$ cat config.mk
export PLATFORM = sky130hd
export DESIGN_NAME = rshift_pipe
export DESIGN_NICKNAME = d
export VERILOG_FILES = /design/src/rtl/rshift_pipe.sv
export SDC_FILE = /design/constraint.sdc
export NUM_CORES = 1
export LEC_CHECK = 0
export CORE_MARGIN = 5
export CORE_UTILIZATION = 45
export CTS_CLUSTER_DIAMETER = 120
export DETAILED_ROUTE_END_ITERATION = 10
export PLACE_DENSITY_LB_ADDON = 0.2
export SYNTH_ARGS = -nofsm -noshare
export SYNTH_HDL_FRONTEND = slang
export SYNTH_SLANG_ARGS = --single-unit
$ cat constraint.sdc
create_clock -name clk -period 1.52 [get_ports clk]
set_input_delay 0.456 -clock clk [delete_from_list [all_inputs] [get_ports clk]]
set_output_delay 0.456 -clock clk [all_outputs]
set_load 0.01 [all_outputs]
$ cat src/rtl/rshift_pipe.sv
// Three-stage right-rotate pipeline for 8-bit words (rotate by 1, 2, then 4)
// with valid/ready flow control, a synchronous flush and an occupancy count.
module rshift_pipe (
  input  logic       clk,
  input  logic       rst_n,
  input  logic       flush,
  input  logic       in_valid,
  output logic       in_ready,
  input  logic [7:0] x,
  input  logic [2:0] shift,
  output logic       out_valid,
  input  logic       out_ready,
  output logic [7:0] y,
  output logic [1:0] occ
);

  // Handshake: a word moves across a boundary on a rising edge where the
  // sender's valid and the receiver's ready are both 1. in_ready never
  // depends on in_valid, and y/out_valid come straight from S3 registers.

  logic [7:0] d1, d2, d3;
  logic [1:0] sh1;
  logic       sh2;
  logic       v1, v2, v3;
  logic       load1, load2, load3;

  assign load3 = !v3 || out_ready;
  assign load2 = !v2 || load3;
  assign load1 = !v1 || load2;

  assign in_ready  = load1 && !flush;
  assign out_valid = v3;
  assign y         = d3;
  assign occ       = {1'b0, v1} + {1'b0, v2} + {1'b0, v3};

  // Flush clears every valid flag and blocks all transfers on that edge.
  always_ff @(posedge clk or negedge rst_n) begin
    if (!rst_n) begin
      d1  <= 8'h00;
      d2  <= 8'h00;
      d3  <= 8'h00;
      sh1 <= 2'b00;
      sh2 <= 1'b0;
      v1  <= 1'b0;
      v2  <= 1'b0;
      v3  <= 1'b0;
    end else if (flush) begin
      v1 <= 1'b0;
      v2 <= 1'b0;
      v3 <= 1'b0;
    end else begin
      if (load3) begin
        v3 <= v2;
        if (v2) d3 <= sh2 ? {d2[3:0], d2[7:4]} : d2;
      end
      if (load2) begin
        v2 <= v1;
        if (v1) begin
          d2  <= sh1[0] ? {d1[1:0], d1[7:2]} : d1;
          sh2 <= sh1[1];
        end
      end
      if (load1) begin
        v1 <= in_valid;
        if (in_valid) begin
          d1  <= shift[0] ? {x[0], x[7:1]} : x;
          sh1 <= shift[2:1];
        end
      end
    end
  end

endmodule

==> qor.yml <==
floorplan:
  io_pins: 28
  die_h_um: 68.2
  rows: 21
  dieArea_um2: 4650
  start_util_pct: 46.1
  core_um2: 3310
  die_width_um: 68.2
timing:
  tightest_slew_ns: 0.363
  min_period_ns: 1.85
  finalHoldViolCount: 0
  worst_slew_margin_rel_pct: 75.8
  finClkSkew_ns: 0.00239
  setup_viol_count_final: 30
  drv_slew: 0
  layout_setup_ws_ns: -0.329
  rsz0062_at_grt: "yes"
  period_share_pct: 122
  max_clock_freq_ghz: 0.541
routing:
  drt-initial-drc-count: 54
  vias: 947
  viasPerCell: 5.04
  wl_um: 2860
  wire_per_inst_um: 15.2
  final_antenna_net_count: 0
  route.detailed.drc: 0
  first_pass_iters: 3
synthesis:
  synthArstFlopShare_pct: 100
  yosysTopAreaCell: "dfrtp_1"
  ys_top_cells_by_count: "mux2_2, dfrtp_1, mux2_4"
  synthAdderAreaFrac_pct: 1.31
  synth_seq_cells: 30
  avgSynthCellArea_um2: 15.0
  synth-simple-area-share_pct: 3.12
  yosys_warnings: 0
  synth_compound_area_share_pct: 2.46
  synthXorXnorAreaFrac_pct: 0
  synth_top_area_share_pct: 49.2
  synth_top_family_by_area: "multiplexers"
  synth-edff-count: 0
  netlist_area_um2: 1530
  synth_ff_type: "dfrtp_1"
  muxShareOfSynthArea_pct: 40.1
  synth_area_leaders: "dfrtp_1, mux2_2, mux2_4, buf_6, fa_1"
  synthMostInstantiatedCell: "mux2_2"
  syn_inst: 102
  ys_seq_area_share_pct: 49.2
  ys_types: 16
  syn_nets: 119
worst_setup_path:
  critPathMaxFanout: 2
  ff2ff_path_depth: 6
  endpoint_kind: "primary output"
  worstPathRequired_ns: 1.06
  r2r_start: "out_valid"
  rr_endpoint: "sh2"
  max_stage_delay_ns: 0.54
  worstPathCellList: "fa_1, buf_2"
  critical_path.slowest_cell: "fa_1"
  worst_setup_path_start_kind: "flop"
  setup.worst_path.class: "reg -> out"
  r2r_slack_ns: -0.13
  crit_arrival_ns: 1.39
global_route:
  grt_first_pass_wirelength_um: 5020
  grt_usage_pct: 15.1
  first_global_vias: 1069
  antenna_found_initial: 0
  grt_max_degree: 31
  grt_remaining_overflow: 0
outcome:
  failed_checks: "setup timing"
  status: "finished with violations"
cts:
  numCtsBuffers: 5
  cts_tree: "yes"
  cts_root_buf: "clkbuf_4"
  htreeDepth: 2
  cts.clk_slew.worst_paths_ns: 0.09
  clkLatencyLatePin_ns: 0.31
  clkSinkCount: 30
  clockBufferDepth: 2
cells_and_area:
  drive_above_1_share_pct: 54.2
  antenna-diode-count: 0
  regArea_um2: 751
  multi_input_area_um2: 776
  postLayoutCoreUtil_pct: 61.1
  area_delta_synth_final_pct: 32.6
  nets: 158
  fillers: 279
placement:
  port_buffers: 27
  place_congestion: 0.669
  dp_hpwl_um: 2020
power:
  p_total_w: 0.00256
  ir_worst_vdd_mv: 0.798
  p_leak_nw: 0.923
  p_per_area_nw_per_um2: 1270
hold_path:
  hp-class: "in -> async"
flow_run:
  drv_cap: 0
## worst max-delay path: cells and delay by family (launching register included)
kind,cells,cell delay (ns)
adder cells (fa/ha/maj),1,0.54
buffers and inverters,1,0.13
flip-flops,1,0.41
## cells in the final DEF, fill, tap and decap left out
| master | n |
|---|---|
| dfrtp_1 | 30 |
| mux2_2 | 32 |
| a21oi_1 | 1 |
| clkdlybuf4s50_1 | 14 |
| buf_6 | 3 |
| buf_12 | 3 |
| clkbuf_4 | 5 |
| clkbuf_8 | 1 |
| inv_1 | 2 |
| a211o_4 | 2 |
| dlygate4sd2_1 | 9 |
| nor3b_4 | 1 |
| a311o_1 | 1 |
| clkbuf_1 | 1 |
| buf_4 | 5 |
| buf_2 | 4 |
| fa_1 | 1 |
| nor2b_4 | 1 |
| clkinv_2 | 1 |
| a31oi_1 | 2 |
| nor2_1 | 4 |
| mux2_4 | 19 |
## sequential cells by signal, indices dropped and copies added (netlist names)
name,count
d1,8
d2,8
out_valid,1
sh1,2
sh2,1
v1,1
v2,1
y,8
## through the flow
stage                     worst slack (ns)  hold slack, ns  area [µm²]  instances  TNS (ns)
final                               -0.329           0.493        2020        188     -2.71
after global routing                -0.405           0.490        2020        188     -4.34
after CTS                           -0.354           0.486        2010        187     -2.74
after detailed placement            -0.650           0.494        1910        177    -15.24
after global placement              -0.652           0.490        1910        177    -14.83
after floorplan                    -0.0398           0.160        1530        102    -0.410
## worst max-delay path by stage
| stage | start | to | depth (start not counted) |
|---|---|---|---|
| 3_5_place_dp | out_ready | in_ready | 4 |
| 3_3_place_gp | out_ready | in_ready | 4 |
| 5_1_grt | v2 | occ[0] | 2 |
| 4_1_cts | v2 | occ[0] | 2 |
| 6_report | v2 | occ[0] | 2 |
| 2_1_floorplan | out_valid | d1[0] | 5 |
## kinds of logic after synthesis
family,Yosys count
and+or+nand+nor,6
buffers and inverters,9
muxes,51
AOI/OAI and AO/OA,5
DFF,30
adders and majority gates,1
## timing repair
item,CTS,global route
setup buffers,1,1
endpoints found under the setup margin,39,30
cloned,1,0
gates resized for setup,37,2
hold buffers,0,0
pin swaps,5,1
## routing by layer
layer | vias up | track usage, % | routed length [µm] | share of wire (%)
met1 | 474 | 18.6 | 1290 | 45
met2 | 18 | 24.8 | 1430 | 50
li1 | 450 | - | - | -
met3 | 5 | 4.11 | 101 | 3.5
met5 | - | 0 | 0 | 0
met4 | 0 | 6.70 | 34 | 1.2
## layout make-up
class	instances	area share (%)
Sequential cell	30	37.1
Multi-Input combinational cell	64	38.4
Inverter	2	0.371
Timing Repair Buffer	38	18.3
Clock buffer	7	2.72
Clock inverter	1	0.248
Tap cell	46	2.85
## power breakdown
group | total (W) | internal, W | switching, W
combinational | 0.000868 | 0.000597 | 0.000271
clock | 0.000482 | 0.000224 | 0.000258
sequential | 0.00121 | 0.00104 | 0.000175
Power figures use the tool's default switching activity.
